### src/rtl/mult_dot_accumulator.sv
// rtl/mult_dot_accumulator.sv - sequencer and saturating accumulator around a signed multiplier
module mult_dot_accumulator #(
    parameter int WIDTH     = 8,
    parameter int ACC_WIDTH = 24,
    parameter int CNT_WIDTH = 8
) (
    input  logic                   clk,
    input  logic                   rst,
    input  logic [WIDTH-1:0]       in_a,
    input  logic [WIDTH-1:0]       in_b,
    input  logic                   in_last,
    input  logic                   in_valid,
    output logic                   in_ready,
    output logic [WIDTH-1:0]       mul_a,
    output logic [WIDTH-1:0]       mul_b,
    output logic                   mul_start,
    input  logic [2*WIDTH-1:0]     mul_out,
    input  logic                   mul_ready,
    output logic [ACC_WIDTH-1:0]   out_acc,
    output logic [CNT_WIDTH-1:0]   out_count,
    output logic                   out_sat,
    output logic                   out_err,
    output logic                   out_valid,
    input  logic                   out_ready
);

    typedef enum logic [1:0] {
        IDLE  = 2'd0,
        ISSUE = 2'd1,
        WAIT  = 2'd2,
        DONE  = 2'd3
    } state_t;

    // The wait counter must hold WIDTH+3, the last count before timing out.
    localparam int WAIT_W = $clog2(WIDTH + 5);
    localparam logic [WAIT_W-1:0] WAIT_LAST = WAIT_W'(WIDTH + 3);

    localparam logic [ACC_WIDTH-1:0] ACC_MAX = {1'b0, {(ACC_WIDTH-1){1'b1}}};
    localparam logic [ACC_WIDTH-1:0] ACC_MIN = {1'b1, {(ACC_WIDTH-1){1'b0}}};

    state_t              state;
    logic                last_r;
    logic [WAIT_W-1:0]   wait_cnt;

    logic [ACC_WIDTH:0]   prod_ext;
    logic [ACC_WIDTH:0]   acc_ext;
    logic [ACC_WIDTH:0]   sum;
    logic [ACC_WIDTH-1:0] acc_next;
    logic                 sat_hit;

    // One guard bit above the accumulator; a mismatch between the top two sum bits is overflow.
    always_comb begin
        prod_ext = {{(ACC_WIDTH+1-2*WIDTH){mul_out[2*WIDTH-1]}}, mul_out};
        acc_ext  = {out_acc[ACC_WIDTH-1], out_acc};
        sum      = acc_ext + prod_ext;
        sat_hit  = 1'b0;
        acc_next = sum[ACC_WIDTH-1:0];
        if (sum[ACC_WIDTH] != sum[ACC_WIDTH-1]) begin
            sat_hit  = 1'b1;
            acc_next = sum[ACC_WIDTH] ? ACC_MIN : ACC_MAX;
        end
    end

    // Control FSM with all handshake and result outputs registered.
    always_ff @(posedge clk) begin
        if (rst) begin
            state     <= IDLE;
            in_ready  <= 1'b1;
            mul_a     <= '0;
            mul_b     <= '0;
            mul_start <= 1'b0;
            out_acc   <= '0;
            out_count <= '0;
            out_sat   <= 1'b0;
            out_err   <= 1'b0;
            out_valid <= 1'b0;
            last_r    <= 1'b0;
            wait_cnt  <= '0;
        end else begin
            case (state)
                IDLE: begin
                    if (in_valid) begin
                        mul_a     <= in_a;
                        mul_b     <= in_b;
                        last_r    <= in_last;
                        in_ready  <= 1'b0;
                        mul_start <= 1'b1;
                        state     <= ISSUE;
                    end
                end
                ISSUE: begin
                    mul_start <= 1'b0;
                    wait_cnt  <= '0;
                    state     <= WAIT;
                end
                WAIT: begin
                    // Start was issued a cycle ago, so any ready seen here belongs to this operation.
                    if (mul_ready) begin
                        out_acc   <= acc_next;
                        out_sat   <= out_sat | sat_hit;
                        out_count <= out_count + CNT_WIDTH'(1);
                        if (last_r) begin
                            out_valid <= 1'b1;
                            state     <= DONE;
                        end else begin
                            in_ready  <= 1'b1;
                            state     <= IDLE;
                        end
                    end else if (wait_cnt == WAIT_LAST) begin
                        out_err   <= 1'b1;
                        out_valid <= 1'b1;
                        state     <= DONE;
                    end else begin
                        wait_cnt  <= wait_cnt + WAIT_W'(1);
                    end
                end
                DONE: begin
                    if (out_ready) begin
                        out_acc   <= '0;
                        out_count <= '0;
                        out_sat   <= 1'b0;
                        out_err   <= 1'b0;
                        out_valid <= 1'b0;
                        in_ready  <= 1'b1;
                        state     <= IDLE;
                    end
                end
                default: begin
                    state <= IDLE;
                end
            endcase
        end
    end

endmodule

### config.mk
export PLATFORM = sky130hd
export DESIGN_NAME = mult_dot_accumulator
export DESIGN_NICKNAME = d
export VERILOG_FILES = /design/src/rtl/mult_dot_accumulator.sv
export SDC_FILE = /design/constraint.sdc
export NUM_CORES = 1
export LEC_CHECK = 0
export ABC_AREA = 1
export BUFFER_PORTS_ARGS = -buffer_cell sky130_fd_sc_hd__buf_2
export CELL_PAD_IN_SITES_DETAIL_PLACEMENT = 0
export CELL_PAD_IN_SITES_GLOBAL_PLACEMENT = 1
export CORE_UTILIZATION = 43
export CTS_BUF_LIST = sky130_fd_sc_hd__clkbuf_4
export DETAILED_ROUTE_END_ITERATION = 7
export GPL_ROUTABILITY_DRIVEN = 1
export PLACE_DENSITY = 0.95
export SKIP_LAST_GASP = 1
export SYNTH_ARGS = -nofsm -noshare
export SYNTH_HDL_FRONTEND = slang
export SYNTH_SLANG_ARGS = --single-unit
### constraint.sdc
create_clock -name clk -period 3.36 [get_ports clk]
set_input_delay 0.168 -clock clk [delete_from_list [all_inputs] [get_ports clk]]
set_output_delay 0.168 -clock clk [all_outputs]
set_load 0.05 [all_outputs]
==> results of run 1 <==
Yosys cell counts (all sizes together):
master,instances,area [µm²]
buf,10,67.6
clkinv,1,3.75
nand2,198,823
o221a,2,22.5
or2,2,12.5
xnor2,9,78.8
o211ai,1,7.51
fa,1,20.0
ha,30,375
nor4,1,6.26
o21bai,8,60.1
nor2,71,284
and2,6,37.5
a21oi,67,429
nand4,14,93.8
clkbuf,7,26.3
xor2,6,52.6
inv,77,289
o21a,1,7.51
a31oi,1,6.26
nand3,43,220
nor3,8,40.0
dfxtp,60,1200
o21ai,32,160
and3,1,6.26
state kept, by name, summed over array words and instances, names as in the netlist:
signal and cells:
last_r 1, out_err 1, out_sat 1, out_acc 24
mul_start 1, out_count 8, wait_cnt 4, state 2
out_valid 1, mul_b 8, in_ready 1, mul_a 8
power by group through the flow:
stage               logic (mW)  registers [mW]  clock network, mW
floorplan                 1.59            1.62                  0
CTS                       2.75            1.03              0.553
finish                    2.74            1.03              0.546
global route              3.02            1.06              0.586
detailed placement        2.72            1.05                  0
global placement          2.69            1.04                  0
through the flow:
stage | instances | hold slack, ns
final | 897 | 0.0237
after global routing | 897 | 0.000427
after CTS | 897 | 0.0122
after detailed placement | 866 | 0.423
after global placement | 866 | 0.417
after floorplan | 657 | 0.335
area by class of cell:
type                            count  area, µm²
Fill cell                        1027       4590
Multi-Input combinational cell    502       2740
Sequential cell                    60       1200
Timing Repair Buffer              108        636
Inverter                           78        293
Tap cell                          133        166
Clock inverter                      7       75.1
Clock buffer                        9       67.6
placed cells by master, fill, tap and decap left out, types with 22 or more instances in the layout:
cell     count
nor2_1      64
a21oi_1     44
nand3_1     42
a21oi_2     22
o21ai_0     32
inv_1       76
dfxtp_1     60
buf_2       90
nand2_1    174
ha_1        30
routing by layer:
metal  up-vias  share of wire (%)  GRT usage [%]
met5         -                  0              0
met4         0                1.4           9.01
met3        13                3.8           4.17
met2        89                 50           41.8
met1      2098                 45           29.3
li1       2340                  -              -
cells by family (layout without fill, tap and decap cells):
| logic type | count (synthesis) | after routing | synth area share [%] |
|---|---|---|---|
| flops | 60 | 60 | 27.7 |
| fa+ha+maj | 31 | 31 | 9.13 |
| buf+inv | 95 | 202 | 8.93 |
| compound gates | 112 | 112 | 16.0 |
| simple gates | 344 | 344 | 35.2 |
| xor+xnor | 15 | 15 | 3.03 |
worst max-delay path: stages, from the launching register on:
cell     delay (ns)
dfxtp_1        0.34
ha_1           0.23
fa_1           0.44
nand2_1        0.08
nand2_1        0.07
nand3_1        0.10
nand2_2        0.10
nand2_1        0.11
nand3_1        0.11
nand2_1        0.12
nand2_4        0.08
a21oi_4        0.41
buf_12         0.20
nand2_1        0.06
a21oi_1        0.13
worst paths after layout:
check	endpoint	slack, ns	cells past startpoint
max reg2reg	out_acc[1]	0.73	14
max	out_acc[1]	0.73	14
min reg2reg	out_valid	0.45	2
min	mul_b[6]	0.02	3
==> flow_summary.json, run 1 <==
{
  "ys_ff_latch": 60,
  "slew_violations": 0,
  "antenna_found_initial": 0,
  "initial_core_util_pct": 44.3,
  "io_buffer_count": 90,
  "synth.avg_cell_area_um2": 6.59,
  "overflow": 0,
  "irDropWorstVdd_uv": 411,
  "cts-root-buf": "clkbuf_4",
  "arrival_ns": 2.98,
  "cts_tree": "done",
  "grt_first_pass_wirelength_um": 19600,
  "worst_pin_slew_ns": 0.738,
  "grt_usage_pct": 23.9,
  "skew_ns": 0.0106,
  "grt_max_degree": 29,
  "wl_um": 11900,
  "power.internal_mw": 1.96,
  "synthesis.instances": 657,
  "ys.warnings.count": 0,
  "synth_cell_type_count": 36,
  "io_pins": 91,
  "crit_required_ns": 3.71,
  "row_count": 36,
  "cp-end-kind": "register",
  "cts_buffer_depth": 2,
  "finalSetupViolations": 0,
  "reg2reg_from": "out_acc[0]",
  "post_cts_buffers": 0,
  "cts_htree_levels": 3,
  "final_area_um2": 5180,
  "setup_tns_ns": 0,
  "place_area_um2": 4890,
  "dpl_worst_slack_ns": 0.744,
  "min_path_type": "primary input to register",
  "utilization_pct": 53.0,
  "min_from": "in_b[6]",
  "pwr-share-seq_pct": 23.9,
  "p_total_mw": 4.32,
  "max_freq_mhz": 380,
  "cts_hold_buf": 15,
  "drc_errors": 0,
  "syn_nets": 726,
  "grt_pass1_vias": 4338,
  "path_clk_slew_ns": 0.12,
  "die_area_um2": 10500,
  "drt_iter0_drc": 144,
  "rsz0062_at_grt": "false",
  "clock_latency_ns": 0.43,
  "p_per_area_nw_per_um2": 833,
  "dr.pass1.iters": 5,
  "cts_sinks": 60,
  "min_period_ns": 2.63,
  "route.vias.total": 4540,
  "worst_slack_ns": 0.730,
  "yosysSeqAreaShare_pct": 27.7,
  "hpwl_um": 8880,
  "drive_gt1_share_pct": 22.0,
  "cp_max_fo": 13,
  "core_area_um2": 9770,
  "areaGrowthSynthToFinish_pct": 19.6,
  "hold_viol_final": 0,
  "finalCritPeriodShare_pct": 78.3,
  "diodes": 0,
  "p_sw_mw": 2.36,
  "ant_nets": 0,
  "netlist_area_um2": 4330,
  "maxCapViolations": 0,
  "viasPerCell": 5.06,
  "nets": 828,
  "critical_path_class": "register to register",
  "chipWidth_um": 102,
  "combPwrFrac_pct": 63.4,
  "cp-startpoint": "out_acc[0]",
  "crit_path_start_kind": "register",
  "wire_per_inst_um": 13.2,
  "p_sw_share_pct": 54.7,
  "power_frac_clock_pct": 12.6,
  "timing.slew.headroom_pct": 50.3,
  "gp_congestion": 0.925,
  "die_h_um": 102,
  "cts_resized": 0,
  "leakagePower_nw": 2.54,
  "status": "finished clean",
  "cts_buffers": 9
}
Power figures use the tool's default switching activity.
==> run 2, diff against run 1 <==
Settings changed: CORE_UTILIZATION 43 to 40.
Clock period 3.36 ns to 2.5 ns, I/O delays scaled along.
==> run 2 against run 1 <==
Effect of this change:
- critical path depth unchanged
- maximum frequency increased by 7.8%
- routed wire length rose by 4.5%
- first-iteration DRC count rose by 76%
- worst hold slack better by 0.11 ns
- global-route usage fell by 1.8 points
- via count up 1.6%
- register-to-register slack got worse by 0.67 ns
- total power grew 39%
- critical endpoint is now out_acc[3]
- largest power group unchanged
- highest routed layer unchanged
==> flow_summary.json, run 2 (synthesis gave the netlist of run 1 again) <==
{
  "status": "finished clean",
  "grt_first_pass_wirelength_um": 20100,
  "hold_depth": 3,
  "dr.pass1.iters": 5,
  "cp_max_fo": 6,
  "ant_nets": 0,
  "nets": 842,
  "cts_sinks": 60,
  "hpwl_um": 9030,
  "p_total_mw": 6.01,
  "irDropWorstVdd_uv": 520,
  "grt_usage_pct": 22.1,
  "crit_required_ns": 2.85,
  "skew_ns": 0.00844,
  "worst_pin_slew_ns": 0.475,
  "min_from": "in_valid",
  "diodes": 0,
  "rrSetupSlack_ns": 0.06,
  "stdcell_count": 914,
  "gp_congestion": 0.913,
  "p_per_area_nw_per_um2": 1110,
  "overflow": 0,
  "finalCritPeriodShare_pct": 97.6,
  "placed_cells_incl_taps": 877,
  "grt_pass1_vias": 4295,
  "largest_reg_flops": 24,
  "whs_endpoint": "mul_start",
  "drive_gt1_share_pct": 25.8,
  "hold_viol_final": 0,
  "arrival_ns": 2.79,
  "reg2reg_depth": 14,
  "cts-root-buf": "clkbuf_4",
  "cts_buffer_depth": 2,
  "io_buffer_count": 90,
  "min_path_type": "primary input to register",
  "final_cell_mix": "169 x nand2_1, 90 x buf_2, 76 x inv_1, 62 x nor2_1, 59 x dfxtp_1",
  "top_register": "out_acc",
  "dpl_worst_slack_ns": 0.100,
  "path_clk_slew_ns": 0.12,
  "r2r_end": "out_acc[3]",
  "cp-end-kind": "register",
  "cp-startpoint": "out_acc[0]",
  "place_area_um2": 4950,
  "core_area_um2": 10400,
  "drt_iter0_drc": 253,
  "crit_path_start_kind": "register",
  "cts_htree_levels": 3,
  "layout_commonest_cell": "nand2_1",
  "grt_max_degree": 28,
  "initial_core_util_pct": 41.6,
  "route.vias.total": 4612,
  "critical_path_class": "register to register",
  "slew_violations": 0,
  "row_count": 37,
  "finalSetupViolations": 0,
  "die_h_um": 106,
  "max_freq_mhz": 410,
  "final_area_um2": 5410,
  "chipWidth_um": 106,
  "areaGrowthSynthToFinish_pct": 25.0,
  "drc_errors": 0,
  "viasPerCell": 5.05,
  "leakagePower_nw": 2.61,
  "maxCapViolations": 0,
  "clock_latency_ns": 0.41,
  "min_period_ns": 2.44,
  "wl_um": 12400,
  "io_pins": 91,
  "die_area_um2": 11200,
  "reg2reg_from": "out_acc[0]",
  "antenna_found_initial": 0,
  "n_fill_cell": 1061,
  "worst_slack_ns": 0.0599,
  "wire_per_inst_um": 13.6,
  "timing.slew.headroom_pct": 68.2,
  "cts_buffers": 9,
  "cts_tree": "done"
}
-- run 2: changes by cell type in the layout (fill, tap and decap cells not counted), sizes merged --
cell | previous run | this run
bufinv | 1 | 0
clkbuf | 9 | 10
clkinvlp | 0 | 1
buf | 93 | 104
dlygate4sd3 | 15 | 17
-- run 2: through the flow --
step | utilization [%] | hold WS [ns] | TNS [ns]
finish | 52.0 | 0.129 | 0
CTS | 50.3 | 0.107 | 0
floorplan | - | 0.292 | 0
global route | 52.0 | 0.130 | -0.174
global placement | 47.6 | 0.376 | 0
detailed placement | 47.6 | 0.384 | 0
-- run 2: layout make-up --
cell class              instances  area (µm²)  share of cell area (%)
clock buffers                   9        67.6                    1.25
clock inverters                 7        52.6                   0.971
inverters                      78         293                    5.41
multi-input cells             502        2860                    52.7
flip-flops and latches         60        1200                    22.3
well taps                     136         170                    3.14
repair buffers                122         771                    14.2
-- run 2: worst max-delay path: stages (launching register included) --
cell and delay [ns]:
dfxtp_4 0.38, ha_4 0.17, fa_2 0.38, nand2_1 0.08
nand2_2 0.07, nand3_2 0.10, nand2_4 0.07, nand2_2 0.11
nand3_2 0.10, nand2_2 0.11, nand2_4 0.08, a21oi_4 0.33
clkbuf_16 0.23, nand2_2 0.06, a21oi_2 0.10
-- run 2: report_power, final --
group / internal, mW / total, mW / switching (mW)
logic: 1.26 / 3.96 / 2.70
registers: 1.21 / 1.40 / 0.189
clock network: 0.209 / 0.646 / 0.438
-- run 2: metal layers --
layer | vias up | part of all wire [%] | global-route usage [%]
met5 | - | 0 | 0
met4 | 0 | 1.5 | 6.65
met3 | 18 | 4.8 | 3.86
met2 | 112 | 48 | 36.8
met1 | 2122 | 46 | 29.2
li1 | 2360 | - | -
-- run 2: repair_timing --
action / in CTS / in global routing
buffers inserted: 0 / 2
gates resized for setup: 0 / 32
endpoints found under the hold margin: 17 / 0
endpoints found under the setup margin: 0 / 24
hold buffers: 17 / 0
-- run 2: worst max-delay path by stage --
stage | to | slack (ns)
final | out_acc[3] | 0.06
after global routing | out_acc[3] | -0.03
after CTS | out_acc[21] | 0.08
after detailed placement | out_acc[4] | 0.10
after global placement | out_acc[8] | 0.20
after floorplan | out_sat | 0.06
==> run 3, diff against run 2 <==
Settings changed: CORE_ASPECT_RATIO set to 1.2.
==> run 3 against run 2 <==
Effect of this change:
- maximum frequency rose by 3.6%
- largest power group unchanged
- clock-buffer cell count unchanged
- critical path depth did not move
- routed wire length about the same
- combinational power fell by 2%
==> flow_summary.json, run 3 (synthesis gave the netlist of run 1 again) <==
{
  "route.vias.total": 4704,
  "dr.pass1.iters": 7,
  "io_pins": 91,
  "die_area_um2": 11300,
  "hold_viol_final": 0,
  "grt_first_pass_wirelength_um": 20700,
  "hpwl_um": 9130,
  "clock_latency_ns": 0.44,
  "place_area_um2": 4970,
  "max_freq_mhz": 425,
  "dpl_worst_slack_ns": 0.161,
  "reg2reg_from": "out_acc[0]",
  "gp_congestion": 0.925,
  "layout_commonest_cell": "nand2_1",
  "timing.slew.headroom_pct": 70.8,
  "path_clk_slew_ns": 0.13,
  "utilization_pct": 51.6,
  "chipWidth_um": 97.0,
  "reg2reg_depth": 14,
  "p_per_area_nw_per_um2": 1150,
  "top_register": "out_acc",
  "multi_input_area_um2": 2820,
  "final_area_um2": 5420,
  "crit_path_start_kind": "register",
  "cts_htree_levels": 3,
  "cts_buffer_depth": 2,
  "worst_pin_slew_ns": 0.438,
  "grt_usage_pct": 22.5,
  "fin_hold_ws_ns": 0.0868,
  "leakagePower_nw": 2.63,
  "grt_max_degree": 28,
  "areaGrowthSynthToFinish_pct": 25.2,
  "stdcell_count": 906,
  "r2r_end": "out_acc[15]",
  "wl_um": 12400,
  "drc_errors": 0,
  "finalCritPeriodShare_pct": 94.2,
  "final_cell_mix": "171 x nand2_1, 90 x buf_2, 76 x inv_1, 61 x nor2_1, 59 x dfxtp_1",
  "min_path_type": "primary input to register",
  "crit_required_ns": 2.89,
  "ant_nets": 0,
  "seqCellArea_um2": 1200,
  "wire_per_inst_um": 13.7,
  "post_cts_buffers": 0,
  "cts_buffers": 9,
  "diodes": 0,
  "placed_cells_incl_taps": 872,
  "crit_path_end": "out_acc[15]",
  "arrival_ns": 2.75,
  "n_fill_cell": 1056,
  "skew_ns": 0.0234,
  "maxCapViolations": 0,
  "cp-end-kind": "register",
  "p_total_mw": 6.21,
  "setup_tns_ns": 0,
  "status": "finished clean",
  "cts_sinks": 60,
  "drt_iter0_drc": 210,
  "min_period_ns": 2.35,
  "worst_slack_ns": 0.145,
  "initial_core_util_pct": 41.2,
  "drive_gt1_share_pct": 24.8,
  "cts-root-buf": "clkbuf_4",
  "critical_path_class": "register to register",
  "core_area_um2": 10500,
  "cts_tree": "done",
  "antenna_found_initial": 1,
  "finalSetupViolations": 0,
  "overflow": 0,
  "nets": 841,
  "cp-startpoint": "out_acc[0]",
  "irDropWorstVdd_uv": 621,
  "cp_max_fo": 6,
  "slew_violations": 0,
  "die_h_um": 116,
  "viasPerCell": 5.19,
  "rrSetupSlack_ns": 0.15,
  "grt_pass1_vias": 4750,
  "io_buffer_count": 90,
  "largest_reg_flops": 24,
  "row_count": 41
}
## run 3: changes by cell type in the layout (fill, tap and decap cells not counted), sizes merged
cell	before	now
bufinv	0	3
buf	104	103
clkinv	6	3
## run 3: routing by layer
layer	wire length (µm)	global-route usage, %	vias up	part of all wire (%)
met4	397	11.8	2	3.2
li1	-	-	2360	-
met3	490	4.04	38	3.9
met2	6430	43.8	124	52
met5	12	0	-	0.097
met1	5070	22.8	2180	41
## run 3: what timing repair did
action | 4_1_cts | 5_1_grt
hold buffers | 17 | 0
resized for setup | 0 | 19
endpoints found under the setup margin | 0 | 24
endpoints found under the hold margin | 17 | 0
## run 3: area by class of cell
| cell class | count | share of cell area (%) |
|---|---|---|
| Multi-Input combinational cell | 502 | 51.9 |
| Sequential cell | 60 | 22.2 |
| Timing Repair Buffer | 121 | 14.2 |
| Inverter | 78 | 5.40 |
| Tap cell | 129 | 2.98 |
| Clock inverter | 7 | 2.10 |
| Clock buffer | 9 | 1.25 |
## run 3: worst min path at each step
stage,cells after the start,startpoint,end
floorplan,2,in_last,last_r
global placement,3,in_b[2],mul_b[2]
detailed placement,3,in_a[6],mul_a[6]
CTS,3,in_valid,mul_start
global route,3,in_valid,mul_start
finish,3,in_valid,mul_start
## run 3: critical path, stage by stage, from the launching register on
cell and delay, ns:
dfxtp_2 0.35, ha_2 0.19, fa_1 0.38, nand2_1 0.09
nand2_2 0.07, nand3_2 0.08, nand2_2 0.09, nand2_2 0.11
nand3_2 0.10, nand2_2 0.10, nand2_4 0.08, a21oi_4 0.29
clkbuf_16 0.21, nand2_1 0.07, a21oi_2 0.10
## run 3: power by group
part | leakage [nW] | switching (mW) | internal [mW]
clock network | 0.0916 | 0.419 | 0.503
registers | 0.491 | 0.185 | 1.21
logic | 2.05 | 2.65 | 1.24
